<file path="src/rtl/counter_axi_regs.sv">
// counter_axi_regs: AXI4-Lite register block at the processor end of the
// counter datapath. Drives sw_out into the counter and exposes a live count
// (COUNT), a captured snapshot (SNAP) and an LED rising-edge tally (LEDCNT).
// Ports: clk, rst (async, active high); AXI4-Lite AW/W/B/AR/R slave channels;
//        counter_in, led_in from the counter; sw_out to the counter;
//        irq (only when COUNTER_AXI_REGS_IRQ_EN is defined).
// Optional macro COUNTER_AXI_REGS_IRQ_EN adds the IRQ register at 0x14.
module counter_axi_regs #(
    parameter int ADDR_WIDTH = 5,
    parameter int DATA_WIDTH = 32
) (
    input  logic                    clk,
    input  logic                    rst,
    input  logic [ADDR_WIDTH-1:0]   s_axi_awaddr,
    input  logic                    s_axi_awvalid,
    output logic                    s_axi_awready,
    input  logic [DATA_WIDTH-1:0]   s_axi_wdata,
    input  logic [3:0]              s_axi_wstrb,
    input  logic                    s_axi_wvalid,
    output logic                    s_axi_wready,
    output logic [1:0]              s_axi_bresp,
    output logic                    s_axi_bvalid,
    input  logic                    s_axi_bready,
    input  logic [ADDR_WIDTH-1:0]   s_axi_araddr,
    input  logic                    s_axi_arvalid,
    output logic                    s_axi_arready,
    output logic [DATA_WIDTH-1:0]   s_axi_rdata,
    output logic [1:0]              s_axi_rresp,
    output logic                    s_axi_rvalid,
    input  logic                    s_axi_rready,
    input  logic [DATA_WIDTH-1:0]   counter_in,
    input  logic                    led_in,
    output logic [3:0]              sw_out
`ifdef COUNTER_AXI_REGS_IRQ_EN
    ,
    output logic                    irq
`endif
);

    localparam int IW = ADDR_WIDTH - 2;
    localparam logic [IW-1:0] R_CTRL   = IW'(0);
    localparam logic [IW-1:0] R_COUNT  = IW'(1);
    localparam logic [IW-1:0] R_SNAP   = IW'(2);
    localparam logic [IW-1:0] R_CMD    = IW'(3);
    localparam logic [IW-1:0] R_LEDCNT = IW'(4);
`ifdef COUNTER_AXI_REGS_IRQ_EN
    localparam logic [IW-1:0] R_IRQ    = IW'(5);
`endif
    localparam logic [1:0] OKAY   = 2'b00;
    localparam logic [1:0] SLVERR = 2'b10;

    logic                  awready_q, awready_d, wready_q, wready_d;
    logic                  aw_have_q, aw_have_d, w_have_q, w_have_d;
    logic [IW-1:0]         aw_idx_q, aw_idx_d;
    logic [3:0]            wdat_q, wdat_d;
    logic                  wstb_q, wstb_d;
    logic                  bvalid_q, bvalid_d;
    logic [1:0]            bresp_q, bresp_d;
    logic                  arready_q, arready_d, rvalid_q, rvalid_d;
    logic [DATA_WIDTH-1:0] rdata_q, rdata_d;
    logic [1:0]            rresp_q, rresp_d;
    logic [3:0]            ctrl_q, ctrl_d;
    logic [DATA_WIDTH-1:0] snap_q, snap_d, ledcnt_q, ledcnt_d;
    logic                  led_q, led_d;
`ifdef COUNTER_AXI_REGS_IRQ_EN
    logic                  irq_pend_q, irq_pend_d, irq_en_q, irq_en_d;
    logic                  irq_q, irq_d, pend_clr;
`endif

    logic                  aw_hs, w_hs, ar_hs, wr_fire, wr_stb, led_rise, led_clr;
    logic [IW-1:0]         wr_idx, rd_idx;
    logic [3:0]            wr_dat;
    logic [DATA_WIDTH-1:0] rd_data;
    logic [1:0]            rd_resp;
    logic                  unused_bits;

    assign unused_bits = ^{s_axi_wdata[DATA_WIDTH-1:4], s_axi_wstrb[3:1],
                           s_axi_awaddr[1:0], s_axi_araddr[1:0]};

    always_comb begin
        // Write channel: each beat is latched on its own handshake; the
        // register update fires once both are present (held or arriving).
        aw_hs     = s_axi_awvalid & awready_q;
        w_hs      = s_axi_wvalid & wready_q;
        wr_fire   = (aw_have_q | aw_hs) & (w_have_q | w_hs);
        wr_idx    = aw_hs ? s_axi_awaddr[ADDR_WIDTH-1:2] : aw_idx_q;
        wr_dat    = w_hs ? s_axi_wdata[3:0] : wdat_q;
        wr_stb    = w_hs ? s_axi_wstrb[0] : wstb_q;
        aw_idx_d  = wr_idx;
        wdat_d    = wr_dat;
        wstb_d    = wr_stb;
        aw_have_d = (aw_have_q | aw_hs) & ~wr_fire;
        w_have_d  = (w_have_q | w_hs) & ~wr_fire;
        bvalid_d  = wr_fire | (bvalid_q & ~s_axi_bready);
        bresp_d   = bresp_q;
        // Readies stay low while a beat is held or a response is pending,
        // which limits the block to one outstanding write.
        awready_d = ~aw_have_d & ~bvalid_d;
        wready_d  = ~w_have_d & ~bvalid_d;

        ctrl_d    = ctrl_q;
        snap_d    = snap_q;
        led_clr   = 1'b0;
        led_d     = led_in;
        led_rise  = led_in & ~led_q;
`ifdef COUNTER_AXI_REGS_IRQ_EN
        irq_en_d  = irq_en_q;
        pend_clr  = 1'b0;
`endif

        if (wr_fire) begin
            bresp_d = OKAY;
            case (wr_idx)
                R_CTRL: if (wr_stb) ctrl_d = wr_dat;
                R_COUNT, R_SNAP, R_LEDCNT: begin end
                R_CMD: if (wr_stb) begin
                    if (wr_dat[0]) snap_d = counter_in;
                    led_clr = wr_dat[1];
                end
`ifdef COUNTER_AXI_REGS_IRQ_EN
                R_IRQ: if (wr_stb) begin
                    pend_clr = wr_dat[0];
                    irq_en_d = wr_dat[1];
                end
`endif
                default: bresp_d = SLVERR;
            endcase
        end

        // Clear beats a coincident edge.
        if (led_clr)       ledcnt_d = '0;
        else if (led_rise) ledcnt_d = ledcnt_q + DATA_WIDTH'(1);
        else               ledcnt_d = ledcnt_q;

`ifdef COUNTER_AXI_REGS_IRQ_EN
        // A new edge beats a coincident W1C.
        irq_pend_d = led_rise | (irq_pend_q & ~pend_clr);
        irq_d      = irq_pend_d & irq_en_d;
`endif

        // Read channel: reads see the pre-update register values.
        ar_hs   = s_axi_arvalid & arready_q;
        rd_idx  = s_axi_araddr[ADDR_WIDTH-1:2];
        rd_data = '0;
        rd_resp = OKAY;
        case (rd_idx)
            R_CTRL:   rd_data = {{(DATA_WIDTH-4){1'b0}}, ctrl_q};
            R_COUNT:  rd_data = counter_in;
            R_SNAP:   rd_data = snap_q;
            R_CMD:    rd_data = '0;
            R_LEDCNT: rd_data = ledcnt_q;
`ifdef COUNTER_AXI_REGS_IRQ_EN
            R_IRQ:    rd_data = {{(DATA_WIDTH-2){1'b0}}, irq_en_q, irq_pend_q};
`endif
            default:  rd_resp = SLVERR;
        endcase
        rvalid_d  = ar_hs | (rvalid_q & ~s_axi_rready);
        rdata_d   = ar_hs ? rd_data : rdata_q;
        rresp_d   = ar_hs ? rd_resp : rresp_q;
        arready_d = ~rvalid_d;
    end

    always_ff @(posedge clk or posedge rst) begin
        if (rst) begin
            awready_q <= 1'b0;
            wready_q  <= 1'b0;
            aw_have_q <= 1'b0;
            w_have_q  <= 1'b0;
            aw_idx_q  <= '0;
            wdat_q    <= '0;
            wstb_q    <= 1'b0;
            bvalid_q  <= 1'b0;
            bresp_q   <= '0;
            arready_q <= 1'b0;
            rvalid_q  <= 1'b0;
            rdata_q   <= '0;
            rresp_q   <= '0;
            ctrl_q    <= '0;
            snap_q    <= '0;
            ledcnt_q  <= '0;
            led_q     <= 1'b0;
        end else begin
            awready_q <= awready_d;
            wready_q  <= wready_d;
            aw_have_q <= aw_have_d;
            w_have_q  <= w_have_d;
            aw_idx_q  <= aw_idx_d;
            wdat_q    <= wdat_d;
            wstb_q    <= wstb_d;
            bvalid_q  <= bvalid_d;
            bresp_q   <= bresp_d;
            arready_q <= arready_d;
            rvalid_q  <= rvalid_d;
            rdata_q   <= rdata_d;
            rresp_q   <= rresp_d;
            ctrl_q    <= ctrl_d;
            snap_q    <= snap_d;
            ledcnt_q  <= ledcnt_d;
            led_q     <= led_d;
        end
    end

`ifdef COUNTER_AXI_REGS_IRQ_EN
    always_ff @(posedge clk or posedge rst) begin
        if (rst) begin
            irq_pend_q <= 1'b0;
            irq_en_q   <= 1'b0;
            irq_q      <= 1'b0;
        end else begin
            irq_pend_q <= irq_pend_d;
            irq_en_q   <= irq_en_d;
            irq_q      <= irq_d;
        end
    end
    assign irq = irq_q;
`endif

    assign s_axi_awready = awready_q;
    assign s_axi_wready  = wready_q;
    assign s_axi_bvalid  = bvalid_q;
    assign s_axi_bresp   = bresp_q;
    assign s_axi_arready = arready_q;
    assign s_axi_rvalid  = rvalid_q;
    assign s_axi_rdata   = rdata_q;
    assign s_axi_rresp   = rresp_q;
    assign sw_out        = ctrl_q;

endmodule
</file>
<file path="config.mk">
export PLATFORM = sky130hd
export DESIGN_NAME = counter_axi_regs
export DESIGN_NICKNAME = d
export VERILOG_FILES = /design/src/rtl/counter_axi_regs.sv
export SDC_FILE = /design/constraint.sdc
export NUM_CORES = 1
export LEC_CHECK = 0
export BUFFER_PORTS_ARGS = -buffer_cell sky130_fd_sc_hd__buf_2
export CAP_MARGIN = 40
export CORE_MARGIN = 2
export CORE_UTILIZATION = 30
export CTS_CLUSTER_DIAMETER = 80
export CTS_CLUSTER_SIZE = 25
export DETAILED_ROUTE_END_ITERATION = 7
export SKIP_CTS_REPAIR_TIMING = 1
export SLEW_MARGIN = 25
export SYNTH_ARGS = -nofsm -noshare
export SYNTH_HDL_FRONTEND = slang
export SYNTH_SLANG_ARGS = --single-unit
</file>
<file path="constraint.sdc">
create_clock -name clk -period 3.9 [get_ports clk]
set_input_delay 0.585 -clock clk [delete_from_list [all_inputs] [get_ports clk]]
set_output_delay 0.585 -clock clk [all_outputs]
set_load 0.05 [all_outputs]
</file>
## Yosys cells after proc, flatten, opt, wreduce, memory -nomap -nowiden

Index checks and enable logic that the tools add are counted.

| storage, ports and cells | value |
|---|---|
| flip-flop bits (word level) | 120 |
| input bits | 86 |
| output and inout port bits | 45 |
| word-level logic and storage cells | 67 |

| cells by class | value |
|---|---|
| $add $sub $neg | 1 |
| equality and inequality tests | 8 |
| muxes and demuxes | 11 |
| bitwise operators | 23 |
| reduce and logical (&&, ||, !) cells | 7 |

Operators by type and width:

| operator | number |
|---|---|
| $pmux W32 S4 | 1 |
| $mux W32 | 2 |
| $add A32 B1 Y32 const B | 1 |
| $eq A3 B2 Y1 const B | 4 |
| $and A1 B1 Y1 | 11 |
| $reduce_or A5 Y1 | 2 |
| $not A1 Y1 | 8 |
| $eq A3 B1 Y1 const B | 2 |
| $eq A3 B3 Y1 const B | 2 |
| $logic_not A3 Y1 | 2 |
| $mux W1 | 4 |
| $mux W2 | 2 |
| $mux W4 | 1 |
| $or A1 B1 Y1 | 4 |
| $reduce_and A4 Y1 | 1 |
| $mux W3 | 1 |
| $reduce_and A3 Y1 | 1 |
| $reduce_bool A2 Y1 | 1 |

## Longest topological paths before layout

Gate-level depths: netlist (run 1).

| depth | value |
|---|---|
| depth after elaboration | 7 |
| depth in mapped cells | 7 |
| gate-level depth less buffers | 5 |

## Worst setup path after synthesis (run 1)

OpenSTA, ideal clock, no wires.

| timing path | value |
|---|---|
| path kind | reg-to-reg |
| start | register awready_q, in the netlist s_axi_awready |
| end | register snap_q[0] |
| library setup time | 0.125 ns |
| arrival time | 2.294 ns |
| required time | 3.775 ns |
| path slack | 1.482 ns |
| cell stages (with the launch flop) | 6 |
| path buffers | 1 |
| clock period less this slack | 2.418 ns |
| cells stage by stage | dfrtp_1 -> nand2_1 -> a221o_1 -> nor4b_4 -> buf_6 -> mux2_2 |

| on the way | value |
|---|---|
| cells in the longest elaborated chain, start to end | 4 |
| elaborated cells between the ends (all ways) | 6 |
| classes of those cells | 1 x eq/ne; 1 x mux; 3 x bitwise; 1 x reduce/logical |

RTL lines:

| element | line | RTL |
|---|---|---|
| start, declared | 52 | `logic awready_q, awready_d, wready_q, wready_d;` |
| start signal, assigned | 183 | `awready_q <= awready_d;` |
| $and A1 B1 Y1 (*) | 83 | `aw_hs = s_axi_awvalid & awready_q;` |
| $mux W3 or $or A1 B1 Y1 (tied branches) | 86, 85 |  |
| $eq A3 B2 Y1 or $and A1 B1 Y1 (tied branches) | 113, 85 |  |
| $reduce_and A4 Y1 (no line) (*) | -- |  |
| end signal, assigned | 197 | `snap_q <= snap_d;` |
| end, declared | 63 | `logic [DATA_WIDTH-1:0] snap_q, snap_d, ledcnt_q, ledcnt_d;` |

Every way passes the cells marked *; elsewhere a longest branch is shown, timed or not.
A chain may end at the register's enable or synchronous reset.

## Final worst setup path (run 1)

| timing path | value |
|---|---|
| start | register wready_q, in the netlist s_axi_wready |
| end | register snap_q[20] |

| on the way | value |
|---|---|
| cells in the longest elaborated chain, start to end | 4 |
| elaborated cells between the ends (all ways) | 6 |
| classes of those cells | 2 x mux; 3 x bitwise; 1 x reduce/logical |

RTL lines:

| element | line | RTL |
|---|---|---|
| start, declared | 52 |  |
| start signal, assigned | 184 | `wready_q <= wready_d;` |
| $and A1 B1 Y1 (*) | 84 | `w_hs = s_axi_wvalid & wready_q;` |
| $or A1 B1 Y1 | 85 | `wr_fire = (aw_have_q \| aw_hs) & (w_have_q \| w_hs);` |
| $and A1 B1 Y1 | 85 |  |
| $reduce_and A4 Y1 (no line) (*) | -- |  |

Marks and branches as above.

==> results of run 1 <==
state kept, by name (all words and copies together), names as in the netlist:
register,cells
s_axi_rresp,1
s_axi_bvalid,1
s_axi_bresp,1
s_axi_arready,1
s_axi_rvalid,1
aw_idx_q,3
snap_q,32
ledcnt_q,32
w_have_q,1
led_q,1
s_axi_wready,1
sw_out,4
aw_have_q,1
wstb_q,1
wdat_q,4
s_axi_awready,1
s_axi_rdata,32
cells by family after synthesis:
| family | share of synthesized area (%) |
|---|---|
| DFF | 53.3 |
| adders and majority gates | 0.226 |
| muxes | 9.63 |
| xor gates and xnor gates | 1.58 |
| other | 0.0677 |
| buffers and inverters | 3.91 |
| and+or+nand+nor | 12.8 |
| AOI/OAI and AO/OA | 18.4 |
routing by layer:
| metal | wire length, microns | vias to the layer above | global-route usage (%) |
|---|---|---|---|
| met5 | 0 | - | 0 |
| met4 | 211 | 0 | 6.47 |
| met3 | 429 | 14 | 3.37 |
| met2 | 6920 | 83 | 24.1 |
| met1 | 6040 | 2191 | 18.0 |
| li1 | - | 2035 | - |
synthesized netlist by cell type, drive strengths merged (2+ instances only):
library cell and number:
a21o 4, a21oi 22, a22oi 28, a2bb2oi 36
and2 3, and3 2, and4 5, and4b 2
buf 10, clkbuf 30, dfrtp 118, inv 7
mux2 42, mux2i 6, nand2 48, nand3 8
nand4 12, nor2 17, nor2b 5, nor4b 2
o21ai 43, o21bai 2, o31ai 12, or3 10
or4 13, xnor2 2, xor2 8
worst paths after layout:
check                                    start              to
worst max-delay path              s_axi_wready      snap_q[20]
worst min register to register  s_axi_rdata[6]  s_axi_rdata[6]
min in group clk                        led_in           led_q
max in group asynchronous                  rst    ledcnt_q[17]
worst max register to register    s_axi_wready      snap_q[20]
worst min-delay path                       rst  s_axi_rdata[3]
per-stage QoR:
stage | power [W] | hold WS, ns
after floorplan | 0.00237 | 0.463
after global placement | 0.00257 | 0.460
after detailed placement | 0.00263 | 0.466
after CTS | 0.00434 | 0.307
after global routing | 0.00451 | 0.0790
final | 0.00431 | 0.0853
power breakdown:
part	leakage (nW)	internal, W	switching (W)	total (W)
clock network	0.310	0.00115	0.000545	0.00170
registers	1.58	0.00150	0.000189	0.00169
logic	1.28	0.000369	0.000548	0.000916
total	3.17	0.00303	0.00128	0.00431
cell type report:
class                      count  area, sq um  share of cell area, %
clock buffer                  25          505                   7.35
clock inverter                 7          140                   2.04
inverter                       7         28.8                  0.418
multi-input combinational    342         2390                   34.7
sequential                   118         2950                   42.9
tap                          229          287                   4.17
timing repair buffer         103          577                   8.38
==> flow_metrics.env, run 1 <==
export IMPL_final_common_cell="dfrtp_1"
export IMPL_n_antenna_cell=0
export IMPL_fp_dieW_microns=140
export IMPL_dr_pass1_iters=4
export IMPL_min_period_over_period_pct=59.8
export IMPL_vias_per_cell=5.20
export IMPL_finalSetupViolCount=0
export IMPL_status="finished clean"
export IMPL_fp_coreArea_sq_um=18000
export IMPL_clock_skew_ns=0.00821
export IMPL_clock_latency_ns=0.41
export IMPL_slowest_delay_ns=0.44
export IMPL_required_ns=4.20
export IMPL_cp_cell_sequence="a21bo_2 > a221o_1 > nor4b_4 > buf_4 > mux2_2"
export IMPL_vias=4323
export IMPL_dpl_instance_area_sq_um=6210
export IMPL_grt_pass1_vias=4578
export IMPL_htreeDepth=4
export IMPL_holdCritPathClass="primary input to asynchronous set/reset pin"
export IMPL_post_place_ws_ns=1.29
export IMPL_final_max_slew_viol_count=0
export IMPL_wl_microns=13600
export IMPL_clockRootBuffer="clkbuf_16"
export IMPL_cts_tree="built"
export IMPL_synth_top_cell_area_share_pct=53.3
export IMPL_start_util_pct=30.7
export IMPL_place_port_buffers=93
export IMPL_cts_sinks=118
export IMPL_max_slew_margin_rel_pct=64.8
export IMPL_crit_arrival_ns=2.63
export IMPL_numCtsBuffers=17
export IMPL_antenna_found_initial=0
export IMPL_fin_util_pct=38.2
export IMPL_syn_inst=506
export IMPL_synth_flop_cell="dfrtp_1"
export IMPL_fmax_mhz=429
export IMPL_worstMarginPinSlew_ns=0.527
export IMPL_synth_edff_count=0
export IMPL_ios=131
export IMPL_grt_pass1_wl_microns=23100
export IMPL_layout_common_cells="118 x dfrtp_1, 93 x buf_2, 48 x nand2_1, 43 x o21ai_0, 42 x mux2_2"
export IMPL_grt_max_degree=64
export IMPL_syn_to_final_growth_pct=24.2
export IMPL_yosysTopAreaCell="dfrtp_1"
export IMPL_final_area_sq_um=6880
export IMPL_worst_path_stages=5
export IMPL_ant_nets=0
export IMPL_place_gp_congestion=0.795
export IMPL_final_cells=831
export IMPL_post_route_drc_count=0
export IMPL_r2r_worst_path_cells=5
export IMPL_grt_usage_pct=14.5
export IMPL_path_clk_slew_ns=0.06
export IMPL_crit_fanout=32
export IMPL_postSynthAreaPerCell_sq_um=10.9
export IMPL_max_cap_viol_count=0
export IMPL_end_kind="register"
export IMPL_drt_initial_drc_count=286
export IMPL_drive_above_1_share_pct=30.4
export IMPL_ir_drop_mv=0.275
export IMPL_min_period_ns=2.33
export IMPL_die_area_sq_um=19600
export IMPL_ys_async_sr_fraction_pct=100
export IMPL_crit_family="compound AO/OA/AOI/OAI gates"
export IMPL_startpoint_type="register"
export IMPL_powerDensity_nw_per_um2=626
export IMPL_synth_area_sq_um=5540
export IMPL_rsz0062_at_grt="false"
export IMPL_cp_slowest_cell="dfrtp_1"
export IMPL_fin_nets=676
export IMPL_worst_slack_ns=1.57
export IMPL_path_buf_inv=1
export IMPL_power_leakage_nw=3.17
export IMPL_grt_remaining_overflow=0
export IMPL_synth_area_leaders="dfrtp_1 53%, mux2_2 8.5%, a2bb2oi_1 5.7%"
export IMPL_dp_cells=798
export IMPL_r2r_slack_ns=1.57
export IMPL_dp_hpwl_microns=9520
export IMPL_synth_yosys_seq_area_share_pct=53.3
export IMPL_hold_viol_final=0
export IMPL_fillers=1753
export IMPL_synth_seq_cells=118
export IMPL_criticalPathCategory="register to register"
export IMPL_finalSetupTns_ns=0
export IMPL_wl_per_cell_microns=16.4
export IMPL_post_synth_num_cell_types=41
export IMPL_die_h_microns=140
export IMPL_ys_warn_count=0
export IMPL_clk_path_buf_depth=2
export IMPL_rows=49
Power figures use the tool's default switching activity.
==> run 2, diff against run 1 <==
- clock period: 3.9 -> 2.2 ns (I/O delays scaled with it)
==> run 2 against run 1 <==
Wire length rose by 2.3%. Non-clock buffer count rose by 12. Power rose by 76%. Sequential power rose by 75%. First-iteration DRC count fell by 16%. Setup slack got worse by 1.5 ns. Clock skew barely moved. Final area rose by 1.3%. Combinational power rose by 88%. Flip-flop and latch count did not move. Clock power rose by 70%. Largest cell class unchanged.
==> flow_metrics.env, run 2 (synthesis gave the netlist of run 1 again) <==
export IMPL_ant_nets=0
export IMPL_grt_usage_pct=14.4
export IMPL_place_port_buffers=93
export IMPL_die_area_sq_um=19600
export IMPL_place_gp_congestion=0.784
export IMPL_max_slew_margin_rel_pct=55.8
export IMPL_grt_pass1_wl_microns=22700
export IMPL_min_period_over_period_pct=97.6
export IMPL_final_max_slew_viol_count=0
export IMPL_hold_viol_final=0
export IMPL_power_frac_seq_pct=39.1
export IMPL_grt_remaining_overflow=0
export IMPL_intPower_w=0.00528
export IMPL_end_kind="register"
export IMPL_p_clk_share_pct=38.2
export IMPL_status="finished clean"
export IMPL_vias_per_cell=5.22
export IMPL_drt_initial_drc_count=240
export IMPL_min_period_ns=2.15
export IMPL_power_leakage_nw=3.22
export IMPL_dr_pass1_iters=7
export IMPL_post_route_drc_count=0
export IMPL_layout_common_cells="116 x dfrtp_1, 93 x buf_2, 48 x nand2_1, 43 x o21ai_0, 42 x mux2_2"
export IMPL_required_ns=2.50
export IMPL_grt_max_degree=119
export IMPL_vias=4402
export IMPL_ir_drop_mv=0.480
export IMPL_path_clk_slew_ns=0.06
export IMPL_power_switching_w=0.00228
export IMPL_htreeDepth=4
export IMPL_fp_coreArea_sq_um=18000
export IMPL_numCtsBuffers=17
export IMPL_clock_skew_ns=0.00823
export IMPL_wl_per_cell_microns=16.5
export IMPL_cts_sinks=118
export IMPL_fp_dieW_microns=140
export IMPL_start_util_pct=30.7
export IMPL_max_cap_viol_count=0
export IMPL_final_common_cell="dfrtp_1"
export IMPL_crit_fanout=16
export IMPL_holdCritPathClass="primary input to asynchronous set/reset pin"
export IMPL_wl_microns=13900
export IMPL_antenna_found_initial=1
export IMPL_powerDensity_nw_per_um2=1090
export IMPL_crit_arrival_ns=2.45
export IMPL_clockRootBuffer="clkbuf_16"
export IMPL_worst_slack_ns=0.0533
export IMPL_p_total_w=0.00757
export IMPL_dp_hpwl_microns=9470
export IMPL_fmax_mhz=466
export IMPL_post_place_ws_ns=0.0395
export IMPL_fin_nets=688
export IMPL_startpoint_type="register"
export IMPL_swShare_pct=30.2
export IMPL_criticalPathCategory="register to register"
export IMPL_cts_tree="built"
export IMPL_rows=49
export IMPL_ios=131
export IMPL_clock_latency_ns=0.42
export IMPL_finalSetupViolCount=0
export IMPL_pwr_share_comb_pct=22.7
export IMPL_drive_above_1_share_pct=32.4
export IMPL_worstMarginPinSlew_ns=0.663
export IMPL_syn_to_final_growth_pct=25.9
export IMPL_die_h_microns=140
export IMPL_grt_pass1_vias=4484
export IMPL_clk_path_buf_depth=2
[run 2: worst paths after layout]
| check | start | endpoint | slack [ns] | depth (start not counted) |
|---|---|---|---|---|
| max | s_axi_wready | snap_q[28] | 0.05 | 6 |
| min | rst | s_axi_rresp[1] | 0.07 | 3 |
| max reg2reg | s_axi_wready | snap_q[28] | 0.05 | 6 |
| min reg2reg | s_axi_rdata[1] | s_axi_rdata[1] | 0.47 | 2 |
| max in group asynchronous | rst | ledcnt_q[30] | 1.62 | 3 |
| min in group clk | led_in | led_q | 0.07 | 1 |
[run 2: power groups by stage]
stage | combinational, W | sequential, W | clock (W)
after global routing | 0.00186 | 0.00303 | 0.00304
after floorplan | 0.000892 | 0.00331 | 0
after CTS | 0.00171 | 0.00296 | 0.00294
final | 0.00172 | 0.00296 | 0.00289
after global placement | 0.00166 | 0.00296 | 0
after detailed placement | 0.00171 | 0.00300 | 0
[run 2: critical path: stages (launching register included)]
cell	delay [ns]
dfrtp_2	0.44
a21bo_2	0.21
a221o_1	0.34
nor4b_4	0.28
buf_4	0.19
clkbuf_16	0.20
mux2_2	0.35
[run 2: final cells by class]
class / instances / area (sq um)
Fill cell: 1740 / 11100
Sequential cell: 118 / 2960
Multi-Input combinational cell: 342 / 2390
Timing Repair Buffer: 115 / 686
Clock buffer: 23 / 498
Tap cell: 229 / 287
Clock inverter: 9 / 123
Inverter: 7 / 30.0
Antenna cell: 1 / 2.50
[run 2: layer usage]
metal / global-route usage [%] / share of wire, % / routed length, microns / vias up
li1: - / - / - / 2063
met1: 18.0 / 44 / 6180 / 2218
met2: 23.9 / 50 / 6940 / 101
met3: 3.44 / 3.9 / 539 / 20
met4: 6.42 / 1.7 / 239 / 0
met5: 0 / 0 / 0 / -
[run 2: stage by stage]
step                setup TNS [ns]  hold WS [ns]  std cells  util (%)  cell area (sq um)
floorplan                        0         0.361        507         -               5550
global placement                 0         0.457        808      35.0               6310
detailed placement               0         0.465        808      35.0               6310
CTS                              0        0.0419        840      38.4               6930
global route                -0.366        0.0552        844      38.7               6970
finish                           0        0.0669        844      38.7               6970
==> run 3, diff against run 2 <==
- ABC_AREA: default -> 1
==> run 3 against run 2 <==
Clock-buffer cell count increased by 2. Register-to-register slack improved by 0.41 ns. Power grew 17%. Core utilization fell by 0.75 points. Sequential share of layout area decreased by 2.1 points. Die area rose by 6.1%. Final cell count increased by 38%. Sequential power rose by 11%. Synthesized area up 6.3%. Combinational power up 52%. Critical endpoint is now ledcnt_q[8]. Wire length grew 11%.
==> flow_metrics.env, run 3 <==
export IMPL_grt_remaining_overflow=0
export IMPL_start_util_pct=30.4
export IMPL_cp_slowest_cell="dfrtp_1"
export IMPL_grt_max_degree=46
export IMPL_max_cap_viol_count=0
export IMPL_die_area_sq_um=20800
export IMPL_pwr_share_comb_pct=29.7
export IMPL_synth_area_leaders="dfrtp_1 50%, nand2_1 22%, nor2_1 5.0%"
export IMPL_min_period_over_period_pct=79.1
export IMPL_r2r_worst_path_cells=7
export IMPL_grt_pass1_wl_microns=25900
export IMPL_synth_most_common_cell="nand2_1"
export IMPL_clock_skew_ns=0.00772
export IMPL_ys_warn_count=0
export IMPL_worstMarginPinSlew_ns=0.519
export IMPL_final_common_cell="nand2_1"
export IMPL_p_total_w=0.00882
export IMPL_hold_viol_final=0
export IMPL_slowest_delay_ns=0.41
export IMPL_synth_yosys_seq_area_share_pct=50.2
export IMPL_syn_to_final_growth_pct=24.5
export IMPL_vias_per_cell=4.52
export IMPL_path_clk_slew_ns=0.05
export IMPL_fp_dieW_microns=144
export IMPL_power_frac_seq_pct=37.3
export IMPL_finalSetupViolCount=0
export IMPL_fmax_mhz=575
export IMPL_cts_sinks=118
export IMPL_fin_util_pct=37.9
export IMPL_post_synth_num_cell_types=32
export IMPL_power_switching_w=0.00333
export IMPL_place_gp_congestion=0.841
export IMPL_min_period_ns=1.74
export IMPL_wl_per_cell_microns=13.3
export IMPL_power_leakage_nw=4.04
export IMPL_place_port_buffers=93
export IMPL_drt_initial_drc_count=332
export IMPL_status="finished clean"
export IMPL_crit_end="ledcnt_q[8]"
export IMPL_criticalPathCategory="register to register"
export IMPL_fillers=2090
export IMPL_max_slew_margin_rel_pct=65.3
export IMPL_fin_nets=971
export IMPL_clk_path_buf_depth=2
export IMPL_fp_coreArea_sq_um=19300
export IMPL_end_kind="register"
export IMPL_crit_start="s_axi_wready"
export IMPL_grt_usage_pct=16.1
export IMPL_clock_latency_ns=0.42
export IMPL_cts_tree="built"
export IMPL_antenna_found_initial=0
export IMPL_wl_microns=15500
export IMPL_p_clk_share_pct=33.0
export IMPL_drive_above_1_share_pct=17.4
export IMPL_swShare_pct=37.7
export IMPL_worstReg2RegStart="s_axi_wready"
export IMPL_dr_pass1_iters=5
export IMPL_synth_common_cells="342 x nand2_1, 118 x dfrtp_1, 79 x nor2_1"
export IMPL_layout_common_cells="342 x nand2_1, 118 x dfrtp_1, 93 x buf_2, 79 x nor2_1, 57 x inv_1"
export IMPL_ios=131
export IMPL_intPower_w=0.00550
export IMPL_syn_inst=785
export IMPL_ys_async_sr_fraction_pct=100
export IMPL_ir_drop_mv=0.714
export IMPL_final_area_sq_um=7330
export IMPL_rsz0062_at_grt="false"
export IMPL_dp_hpwl_microns=11100
export IMPL_grt_pass1_vias=5064
export IMPL_rows=51
export IMPL_powerDensity_nw_per_um2=1200
export IMPL_crit_path_frequent_cell="nand2_2"
export IMPL_synth_seq_cells=118
export IMPL_crit_arrival_ns=2.03
export IMPL_postSynthAreaPerCell_sq_um=7.50
export IMPL_crit_fanout=17
export IMPL_dpl_instance_area_sq_um=6700
export IMPL_min_path_cells=1
export IMPL_ant_nets=0
export IMPL_startpoint_type="register"
export IMPL_post_route_drc_count=0
export IMPL_vias=5261
export IMPL_synth_edff_count=0
export IMPL_synth_flop_cell="dfrtp_1"
export IMPL_finalSetupTns_ns=0
export IMPL_holdCritPathClass="primary input to register"
export IMPL_final_max_slew_viol_count=0
export IMPL_required_ns=2.49
export IMPL_synth_area_sq_um=5890
export IMPL_cp_cell_sequence="nand2_2 > nand2_1 > nand2_2 > nor2_8 > nand3_4 > inv_2 > nor2_1"
export IMPL_r2r_slack_ns=0.46
export IMPL_clockRootBuffer="clkbuf_16"
export IMPL_synth_top_cell_area_share_pct=50.2
export IMPL_htreeDepth=4
export IMPL_r2r_end="ledcnt_q[8]"
export IMPL_yosysTopAreaCell="dfrtp_1"
export IMPL_numCtsBuffers=17
export IMPL_die_h_microns=144
-- run 3: cell type report --
cell class	count	area, sq um	share of cell area, %
Clock buffer	25	505	6.90
Antenna cell	1	2.50	0.0341
Timing Repair Buffer	110	621	8.47
Inverter	61	233	3.17
Clock inverter	7	116	1.59
Sequential cell	118	2950	40.3
Tap cell	265	332	4.52
Multi-Input combinational cell	576	2570	35.0
-- run 3: how the worst min path moves through the flow --
stage | startpoint | end
global route | led_in | led_q
floorplan | led_in | led_q
global placement | rst | s_axi_rdata[25]
finish | led_in | led_q
CTS | rst | s_axi_rdata[25]
detailed placement | rst | s_axi_rdata[25]
-- run 3: worst max-delay path: cells and delay by family (launching register included) --
family / cells / cell delay (ns)
flip-flops: 1 / 0.41
AND/OR/NAND/NOR: 6 / 0.87
buffers and inverters: 1 / 0.33
-- run 3: through the flow --
step / setup WS (ns) / instances / hold slack, ns
2_1_floorplan: 0.401 / 786 / 0.361
5_1_grt: 0.253 / 1162 / 0.0211
3_3_place_gp: 0.393 / 1129 / 0.401
6_report: 0.460 / 1163 / 0.0332
3_5_place_dp: 0.388 / 1129 / 0.399
4_1_cts: 0.422 / 1161 / -0.0522
-- run 3: kinds of logic after synthesis --
group / Yosys count / share of synthesized area, %
other cells: 1 / 0.0637
compound gates: 44 / 4.29
simple gates: 516 / 36.9
xor+xnor: 13 / 1.93
fa+ha+maj: 1 / 0.213
flops: 118 / 50.2
buf+inv: 92 / 6.48
-- run 3: power groups by stage --
| stage | registers (W) | logic [W] | clock network, W |
|---|---|---|---|
| floorplan | 0.00382 | 0.00139 | 0 |
| global placement | 0.00330 | 0.00260 | 0 |
| detailed placement | 0.00332 | 0.00264 | 0 |
| CTS | 0.00329 | 0.00265 | 0.00297 |
| global route | 0.00339 | 0.00295 | 0.00306 |
| finish | 0.00329 | 0.00262 | 0.00291 |
-- run 3: metal layers --
metal	GRT usage, %	vias to the layer above	wire [microns]
met5	0	-	0
met4	5.68	0	194
met3	4.34	13	882
met2	25.6	129	7120
met1	21.3	2439	7260
li1	-	2680	-
